<file path="src/rtl/snake_collision_food_if.sv">
// snake_collision_food_if: groups the per-move check handshake between the movement stage and the collision/food block.
//   master: drives i_check_start, i_game_restart, i_snake_head, i_snake_length, i_snake_body_flat
//   slave : drives o_food_pos, o_food_eaten, o_game_over, o_check_done, o_busy
interface snake_collision_food_if #(
  parameter int POS_BITS = 13,
  parameter int MAX_LEN  = 64
);
  logic                         i_check_start;
  logic                         i_game_restart;
  logic [POS_BITS-1:0]          i_snake_head;
  logic [$clog2(MAX_LEN):0]     i_snake_length;
  logic [POS_BITS*MAX_LEN-1:0]  i_snake_body_flat;
  logic [POS_BITS-1:0]          o_food_pos;
  logic                         o_food_eaten;
  logic                         o_game_over;
  logic                         o_check_done;
  logic                         o_busy;
  modport master (
    output i_check_start, i_game_restart, i_snake_head, i_snake_length, i_snake_body_flat,
    input  o_food_pos, o_food_eaten, o_game_over, o_check_done, o_busy
  );
  modport slave (
    input  i_check_start, i_game_restart, i_snake_head, i_snake_length, i_snake_body_flat,
    output o_food_pos, o_food_eaten, o_game_over, o_check_done, o_busy
  );
endinterface

</file>
<file path="src/rtl/snake_collision_food.sv">
// snake_collision_food: self-collision detection, food-eat detection and LFSR-driven food relocation.
//   clk  : system clock
//   rstn : asynchronous active-low reset
//   bus  : slave side of snake_collision_food_if (check request in, food/status out)
module snake_collision_food #(
  parameter int          GRID_W    = 100,
  parameter int          GRID_H    = 75,
  parameter int          MAX_LEN   = 64,
  parameter int          POS_BITS  = 13,
  parameter int          FOOD_INIT = 3760,
  parameter logic [15:0] LFSR_SEED = 16'hACE1
) (
  input logic                   clk,
  input logic                   rstn,
  snake_collision_food_if.slave bus
);
  localparam int          LEN_W = $clog2(MAX_LEN) + 1;
  localparam int          IDX_W = $clog2(MAX_LEN);
  localparam logic [31:0] CELLS = 32'(GRID_W * GRID_H);
  typedef enum logic [2:0] {IDLE, SCAN_SELF, CHECK_FOOD, GEN_FOOD, SCAN_FOOD, GAME_OVER} state_t;
  state_t              r_state;
  logic [15:0]         r_lfsr;
  logic [POS_BITS-1:0] r_head;
  logic [POS_BITS-1:0] r_cand;
  logic [POS_BITS-1:0] r_food_pos;
  logic [POS_BITS-1:0] r_body [MAX_LEN];
  logic [LEN_W-1:0]    r_len;
  logic [IDX_W-1:0]    r_idx;
  logic [IDX_W-1:0]    r_food_last;
  logic                r_food_eaten;
  logic                r_game_over;
  logic                r_check_done;
  logic                r_busy;
  logic [LEN_W-1:0]    w_len;
  logic [IDX_W-1:0]    w_food_last;
  logic [POS_BITS-1:0] w_cand;
  logic [POS_BITS-1:0] w_seg;
  logic                w_start;
  always_comb begin
    w_start     = r_state == IDLE && bus.i_check_start;
    w_len       = bus.i_snake_length == '0 ? LEN_W'(1) :
                  bus.i_snake_length > LEN_W'(MAX_LEN) ? LEN_W'(MAX_LEN) : bus.i_snake_length;
    // food scan also covers the tail cell that survives the pending growth
    w_food_last = w_len >= LEN_W'(MAX_LEN) ? IDX_W'(MAX_LEN - 1) : w_len[IDX_W-1:0];
    w_cand      = r_lfsr[POS_BITS-1:0];
    w_seg       = r_body[r_idx];
  end
  always_ff @(posedge clk)
    if (w_start)
      for (int i = 0; i < MAX_LEN; i++) r_body[i] <= bus.i_snake_body_flat[i*POS_BITS +: POS_BITS];
  always_ff @(posedge clk or negedge rstn) begin
    if (!rstn) begin
      r_state      <= IDLE;
      r_lfsr       <= LFSR_SEED;
      r_head       <= '0;
      r_cand       <= '0;
      r_food_pos   <= POS_BITS'(FOOD_INIT);
      r_len        <= '0;
      r_idx        <= '0;
      r_food_last  <= '0;
      r_food_eaten <= 1'b0;
      r_game_over  <= 1'b0;
      r_check_done <= 1'b0;
      r_busy       <= 1'b0;
    end else begin
      r_lfsr       <= {r_lfsr[14:0], r_lfsr[15] ^ r_lfsr[13] ^ r_lfsr[12] ^ r_lfsr[10]};
      r_food_eaten <= 1'b0;
      r_check_done <= 1'b0;
      case (r_state)
        IDLE:
          if (w_start) begin
            r_head      <= bus.i_snake_head;
            r_len       <= w_len;
            r_food_last <= w_food_last;
            r_idx       <= IDX_W'(1);
            r_busy      <= 1'b1;
            r_state     <= w_len >= LEN_W'(2) ? SCAN_SELF : CHECK_FOOD;
          end
        SCAN_SELF:
          if (w_seg == r_head) begin
            r_game_over  <= 1'b1;
            r_check_done <= 1'b1;
            r_busy       <= 1'b0;
            r_state      <= GAME_OVER;
          end else if ({1'b0, r_idx} == r_len - LEN_W'(1)) r_state <= CHECK_FOOD;
          else r_idx <= r_idx + 1'b1;
        CHECK_FOOD:
          if (r_head == r_food_pos) begin
            r_food_eaten <= 1'b1;
            r_state      <= GEN_FOOD;
          end else begin
            r_check_done <= 1'b1;
            r_busy       <= 1'b0;
            r_state      <= IDLE;
          end
        GEN_FOOD:
          if (32'(w_cand) < CELLS) begin
            r_cand  <= w_cand;
            r_idx   <= '0;
            r_state <= SCAN_FOOD;
          end
        SCAN_FOOD:
          if (w_seg == r_cand) r_state <= GEN_FOOD;
          else if (r_idx == r_food_last) begin
            r_food_pos   <= r_cand;
            r_check_done <= 1'b1;
            r_busy       <= 1'b0;
            r_state      <= IDLE;
          end else r_idx <= r_idx + 1'b1;
        GAME_OVER:
          if (bus.i_game_restart) begin
            r_game_over <= 1'b0;
            r_state     <= IDLE;
          end
        default: r_state <= IDLE;
      endcase
    end
  end
  assign bus.o_food_pos   = r_food_pos;
  assign bus.o_food_eaten = r_food_eaten;
  assign bus.o_game_over  = r_game_over;
  assign bus.o_check_done = r_check_done;
  assign bus.o_busy       = r_busy;
endmodule

</file>
<file path="src/flat_wrapper.sv">
// flat-port wrapper written by rule: the top's interface ports become plain ports
module snake_collision_food_flat 
#(
  parameter int          GRID_W    = 100,
  parameter int          GRID_H    = 75,
  parameter int          MAX_LEN   = 64,
  parameter int          POS_BITS  = 13,
  parameter int          FOOD_INIT = 3760,
  parameter logic [15:0] LFSR_SEED = 16'hACE1
)
  (clk, rstn, bus_i_check_start, bus_i_game_restart, bus_i_snake_head, bus_i_snake_length, bus_i_snake_body_flat, bus_o_food_pos, bus_o_food_eaten, bus_o_game_over, bus_o_check_done, bus_o_busy);
  snake_collision_food_if #(.POS_BITS(POS_BITS), .MAX_LEN(MAX_LEN)) bus_i ();
  input logic clk;
  input logic rstn;
  input wire logic [$bits(bus_i.i_check_start)-1:0] bus_i_check_start;
  input wire logic [$bits(bus_i.i_game_restart)-1:0] bus_i_game_restart;
  input wire logic [$bits(bus_i.i_snake_head)-1:0] bus_i_snake_head;
  input wire logic [$bits(bus_i.i_snake_length)-1:0] bus_i_snake_length;
  input wire logic [$bits(bus_i.i_snake_body_flat)-1:0] bus_i_snake_body_flat;
  output wire logic [$bits(bus_i.o_food_pos)-1:0] bus_o_food_pos;
  output wire logic [$bits(bus_i.o_food_eaten)-1:0] bus_o_food_eaten;
  output wire logic [$bits(bus_i.o_game_over)-1:0] bus_o_game_over;
  output wire logic [$bits(bus_i.o_check_done)-1:0] bus_o_check_done;
  output wire logic [$bits(bus_i.o_busy)-1:0] bus_o_busy;
  assign bus_i.i_check_start = bus_i_check_start;
  assign bus_i.i_game_restart = bus_i_game_restart;
  assign bus_i.i_snake_head = bus_i_snake_head;
  assign bus_i.i_snake_length = bus_i_snake_length;
  assign bus_i.i_snake_body_flat = bus_i_snake_body_flat;
  assign bus_o_food_pos = bus_i.o_food_pos;
  assign bus_o_food_eaten = bus_i.o_food_eaten;
  assign bus_o_game_over = bus_i.o_game_over;
  assign bus_o_check_done = bus_i.o_check_done;
  assign bus_o_busy = bus_i.o_busy;
  snake_collision_food #(.GRID_W(GRID_W), .GRID_H(GRID_H), .MAX_LEN(MAX_LEN), .POS_BITS(POS_BITS), .FOOD_INIT(FOOD_INIT), .LFSR_SEED(LFSR_SEED)) u_core (.clk(clk), .rstn(rstn), .bus(bus_i));
endmodule
</file>
<file path="config.mk">
export PLATFORM = sky130hd
export DESIGN_NAME = snake_collision_food_flat
export DESIGN_NICKNAME = d
export VERILOG_FILES = /design/src/rtl/snake_collision_food_if.sv /design/src/rtl/snake_collision_food.sv /design/src/flat_wrapper.sv
export SDC_FILE = /design/constraint.sdc
export NUM_CORES = 1
export LEC_CHECK = 0
export CAP_MARGIN = 20
export CORE_AREA = 2 2 342 344
export CTS_BUF_LIST = sky130_fd_sc_hd__clkbuf_4
export CTS_CLUSTER_DIAMETER = 50
export DETAILED_ROUTE_END_ITERATION = 7
export DIE_AREA = 0 0 344 346
export DONT_BUFFER_PORTS = 1
export GPL_ROUTABILITY_DRIVEN = 0
export PLACE_DENSITY = 0.42
export SETUP_SLACK_MARGIN = 0.02
export SLEW_MARGIN = 20
export SYNTH_ARGS = -nofsm -noshare
export SYNTH_HDL_FRONTEND = slang
export SYNTH_SLANG_ARGS = --single-unit
</file>
<file path="constraint.sdc">
create_clock -name clk -period 33.8 [get_ports clk]
set_clock_uncertainty 0.05 [all_clocks]
set_input_delay 6.76 -clock clk [delete_from_list [all_inputs] [get_ports clk]]
set_output_delay 6.76 -clock clk [all_outputs]
set_load 0.02 [all_outputs]
</file>
* Yosys cells after proc, flatten, opt, wreduce, memory -nomap -nowiden
Memory sizes are Yosys's and may differ from the RTL's. Index checks and enable logic that the tools add are counted.
Storage, ports and cells: bits in registers 81, RAM bits 832, bits of input ports 856, memories kept 1
Operators by class: add/sub/neg operators 2, $lt $le $gt $ge 4, equality and inequality tests 22, multiplexer cells 38, bitwise logic cells 4, reduce and logical (&&, ||, !) cells 13
Memories:
- u_core.r_body | words 64, bits a word 13, rd ports 1, clocked after memory_dff 0, wr ports 64, RTL line snake_collision_food.sv:26 | logic [POS_BITS-1:0] r_body [MAX_LEN];
Operator list (count):
- 2-to-1 mux 6 bit | 7
- equality test 13 bit | 3
- one-hot mux 6 bit (4 select lines) | 1
- 2-to-1 mux 3 bit | 7
- one-hot mux 3 bit (6 select lines) | 1
- 2-to-1 mux 1 bit | 15
- 2-to-1 mux 7 bit | 2
- < comparator 13 bit (second input constant) | 1
- != test 2 bit (second input constant) | 6
- != test 2 x 1 -> 1 bit (second input constant) | 4
- nonzero test 4 bit | 2
- equality test 6 x 7 -> 1 bit | 1
- >= comparator 7 x 2 -> 1 bit (second input constant) | 1
- >= comparator 7 bit (second input constant) | 1
- greater-than comparator 7 bit (second input constant) | 1
- zero test 7 bit | 1
- AND reduction 7 bit | 1
- subtractor 7 x 1 -> 7 bit (second input constant) | 1
- adder 6 x 1 -> 6 bit (second input constant) | 1
- equality test 3 x 2 -> 1 bit (second input constant) | 2
- equality test 3 bit (second input constant) | 2
- equality test 6 bit | 1
- != test 3 x 1 -> 1 bit (second input constant) | 2
- AND reduction 3 bit | 2
- 13 further kinds | 17

* Depth between registers and ports, before layout
depth in word-level cells 7, mapped depth 17

* Worst setup path before layout
No wires, ideal clock.
path kind input -> register, start point in bus_i_check_start, end point mem u_core.r_body[0][0], enable pin, setup time 1519 ps, arrival 29665 ps, required time 32231 ps, setup slack 2566 ps, stages 3, path buffers 1, cell sequence nand3_1 > clkinv_1 > clkbuf_1
RTL lines:
- start, declared | RTL line flat_wrapper.sv:15 | input wire logic [$bits(bus_i.i_check_start)-1:0] bus_i_check_start;
- end, declared | RTL line snake_collision_food.sv:26

==> impl_metrics.env <==
export IMPL_status="completed"
export IMPL_cts_root_buf="clkbuf_4"
export IMPL_grt_pass1_vias=20300
export IMPL_required_ns=34.57
export IMPL_synth_top_area_frac=0.689
export IMPL_rsz0062_at_grt="false"
export IMPL_crit_start="bus_i_check_start"
export IMPL_crit_path_cell_trace="nand3_1, inv_8, buf_4, buf_6, buf_12, buf_4"
export IMPL_dp_cells=3323
export IMPL_cts_resized=0
export IMPL_maxSlewHeadroom=0.257
export IMPL_tns_ns=0
export IMPL_power_leakage_nw=14.1
export IMPL_r2r_start="u_core.r_idx[0]$_DFFE_PN0P_"
export IMPL_ys_flop_type="edfxtp_1"
export IMPL_clkPwrFrac=0.258
export IMPL_power_frac_comb=0.274
export IMPL_ioPinCount=873
export IMPL_cts_tree="built"
export IMPL_critical_path_max_stage_delay_ns=0.89
export IMPL_cts_sinks=913
export IMPL_clk_pin_slew_worst_paths_ns=0.07
export IMPL_grt_overflow=0
export IMPL_syn_area_um2=36200
export IMPL_critical_path_arrival_ns=11.14
export IMPL_layout_nets=2900
export IMPL_rows=125
export IMPL_synth_edf_count=832
export IMPL_numCtsBuffers=238
export IMPL_via_per_inst=5.10
export IMPL_crit_top_cell="buf_4"
export IMPL_power_mw=3.64
export IMPL_maxSlewViolCount=0
export IMPL_netSwitchingPower_mw=1.20
export IMPL_p_per_area_nw_per_um2=89.0
export IMPL_use_met3=0.0848
export IMPL_die_w_um=344
export IMPL_grt_util_all_layers=0.205
export IMPL_cts_buffer_depth=3
export IMPL_synth_distinct_cells=77
export IMPL_period_minus_slack_ns=10.37
export IMPL_dpl_hpwl_um=90700
export IMPL_drive_gt1_frac=0.281
export IMPL_reg2reg_slack_ns=27.23
export IMPL_crit_type="in2reg"
export IMPL_synth_cells=1861
export IMPL_grt_max_degree=179
export IMPL_hold_path_class="reg2reg"
export IMPL_vias=19300
export IMPL_seq_area_frac_synth=0.746
export IMPL_setup_viol=0
export IMPL_end_kind="flip-flop"
export IMPL_drt_initial_drc_count=1710
export IMPL_fill_cells=10900
export IMPL_fin_cells=3787
export IMPL_hold_buffers=0
export IMPL_drt_antenna_violating_nets=0
export IMPL_async_reset_ff_frac=0.0887
export IMPL_max_freq_ghz=0.0964
export IMPL_grt_pass1_wl_um=166000
export IMPL_swShare=0.328
export IMPL_max_cap_viol_count=0
export IMPL_r2r_end="u_core.bus.o_food_pos[1]$_DFFE_PN0P_"
export IMPL_synth_area_per_cell_um2=19.5
export IMPL_worst_slew_pin_slew_ns=1.11
export IMPL_die_h_um=346
export IMPL_cpMaxStageDelayCell="buf_4"
export IMPL_grt_use_met2=0.354
export IMPL_antenna_found_initial=125
export IMPL_wl_um=125000
export IMPL_crit_fanout=178
export IMPL_ir_drop_mv=0.0561
export IMPL_grt_busiest_layer="met2"
export IMPL_worstSetupEndpoint="u_core.r_body[49][4]$_DFFE_PP_"
export IMPL_p_seq_frac=0.467
export IMPL_coreArea_um2=115000
export IMPL_routedWlPerCell_um=32.9
export IMPL_syn2layout_area_growth_pct=13.0
export IMPL_drt_pass1_iterations=5
export IMPL_min_period_over_period=0.307
export IMPL_ys_seq_elements=913
export IMPL_port_buffers=0
export IMPL_cp_num_cells=6
export IMPL_syn_num_nets=2719
export IMPL_rr_worst_depth=12
export IMPL_ys_warnings_count=0
export IMPL_h_tree_depth=4
export IMPL_cpLargestDelayFamily="buffers and inverters"
export IMPL_start_util=0.314
export IMPL_drc=0
export IMPL_grt_use_met1=0.234
export IMPL_crit_buf_inv=5
export IMPL_insertion_delay_ns=1.26
export IMPL_die_area_um2=119000
export IMPL_synth_area_leaders="edfxtp_1 (69%), mux4_2 (9.4%), dfrtp_1 (4.6%)"
export IMPL_worstSetupStartpointType="input pin"
export IMPL_post_cts_buffers=0
export IMPL_intPower_mw=2.45
export IMPL_yosys_area_top_type="edfxtp_1"
export IMPL_hold_violations=0
-- cells by family (layout without fill, tap and decap cells) --
kind of cell	count (synthesis)	in the layout	share of synthesized area
XOR/XNOR	63	63	0.0152
AO/OA/AOI/OAI	239	239	0.0506
flip-flops	913	913	0.746
AND/OR/NAND/NOR	234	234	0.0310
other	0	52	0
buffers and inverters	110	460	0.0200
multiplexers	300	300	0.137
adder cells (fa/ha/maj)	2	2	0.000690
-- registers in the layout, indices dropped and copies added, names as in the netlist, 3 cells and up --
name,cells
u_core.r_food_last,6
u_core.r_body,832
u_core.r_head,13
u_core.r_cand,13
u_core.r_len,7
u_core.r_idx,6
u_core.r_state,3
u_core.r_lfsr,16
u_core.bus.o_food_pos,13
-- synth_stat cells (11+ instances only) --
cell type	n
nor3_1	15
a211oi_1	17
nand4_1	11
nor2b_1	11
nand3_1	11
a221oi_1	12
buf_2	18
clkbuf_1	41
mux4_2	151
o221ai_1	30
a22oi_1	24
buf_6	18
xor2_1	33
edfxtp_1	832
mux2_2	31
and2_1	14
dfstp_2	14
nor2_1	34
inv_1	13
dfrtp_1	67
o21ai_0	26
mux2i_1	116
xnor2_1	30
a22o_1	19
nand2_1	103
a21oi_1	34
-- cell usage in the layout, fill, tap and decap left out, types with 19 or more instances in the layout --
| master | instances |
|---|---|
| mux2i_1 | 116 |
| clkinv_1 | 49 |
| nor2_1 | 32 |
| a22o_1 | 19 |
| mux4_2 | 151 |
| nand2_1 | 103 |
| o221ai_1 | 30 |
| dfrtp_1 | 62 |
| a22oi_1 | 24 |
| clkbuf_4 | 343 |
| xnor2_1 | 30 |
| xor2_1 | 33 |
| mux2_2 | 31 |
| a21oi_1 | 34 |
| diode_2 | 52 |
| buf_4 | 28 |
| o21ai_0 | 26 |
| edfxtp_1 | 832 |
-- worst register-to-register path, delay by kind of cell, from the launching register on --
family                    cells  cell delay, ns
buffers and inverters         3            2.32
AOI/OAI and AO/OA             5            1.91
muxes                         2            1.05
DFF                           1            0.73
and+or+nand+nor               1            0.24
xor gates and xnor gates      1            0.15
-- power groups by stage --
stage | Combinational [mW] | Clock, mW | Sequential (mW)
finish | 1.00 | 0.941 | 1.70
global route | 1.09 | 1.03 | 1.73
CTS | 1.03 | 0.972 | 1.71
detailed placement | 1.03 | 0 | 1.73
global placement | 1.01 | 0 | 1.72
floorplan | 0.742 | 0 | 2.03
-- routing by layer --
layer  routed length [µm]  vias up
met2                63900      999
met3                11000      299
met4                 2370       82
li1                     -     8214
met5                  544        -
met1                46800     9733
-- through the flow --
step                      hold slack [ns]  instance area, µm²  setup slack, ns  utilization
final                               0.309               41000            23.43        0.355
after global routing                0.323               40900            23.31        0.354
after floorplan                     0.283               36200             2.57            -
after CTS                           0.312               40800            23.34        0.353
after global placement              0.290               37800            22.21        0.328
after detailed placement            0.288               37800            21.97        0.328
-- how the worst min path moves through the flow --
stage                                start                          end  slack, ns  cells after the start
6_report       u_core.r_lfsr[14]$_DFF_PN0_  u_core.r_lfsr[15]$_DFF_PN1_       0.31                      0
3_5_place_dp   u_core.r_lfsr[14]$_DFF_PN0_  u_core.r_lfsr[15]$_DFF_PN1_       0.29                      0
3_3_place_gp   u_core.r_lfsr[14]$_DFF_PN0_  u_core.r_lfsr[15]$_DFF_PN1_       0.29                      0
5_1_grt        u_core.r_lfsr[14]$_DFF_PN0_  u_core.r_lfsr[15]$_DFF_PN1_       0.32                      0
2_1_floorplan  u_core.r_lfsr[14]$_DFF_PN0_  u_core.r_lfsr[15]$_DFF_PN1_       0.28                      0
4_1_cts        u_core.r_lfsr[14]$_DFF_PN0_  u_core.r_lfsr[15]$_DFF_PN1_       0.31                      0
-- area by class of cell --
| class | instances | area [µm²] | share of cell area |
|---|---|---|---|
| clock inverter | 68 | 374 | 0.00914 |
| clock buffer | 341 | 2560 | 0.0625 |
| antenna | 52 | 130 | 0.00318 |
| tap | 1524 | 1910 | 0.0466 |
| multi-input combinational | 838 | 8530 | 0.208 |
| inverter | 15 | 63.8 | 0.00156 |
| timing repair buffer | 36 | 344 | 0.00840 |
| sequential | 913 | 27000 | 0.660 |
Note: power is estimated with default switching activity, not from simulation.
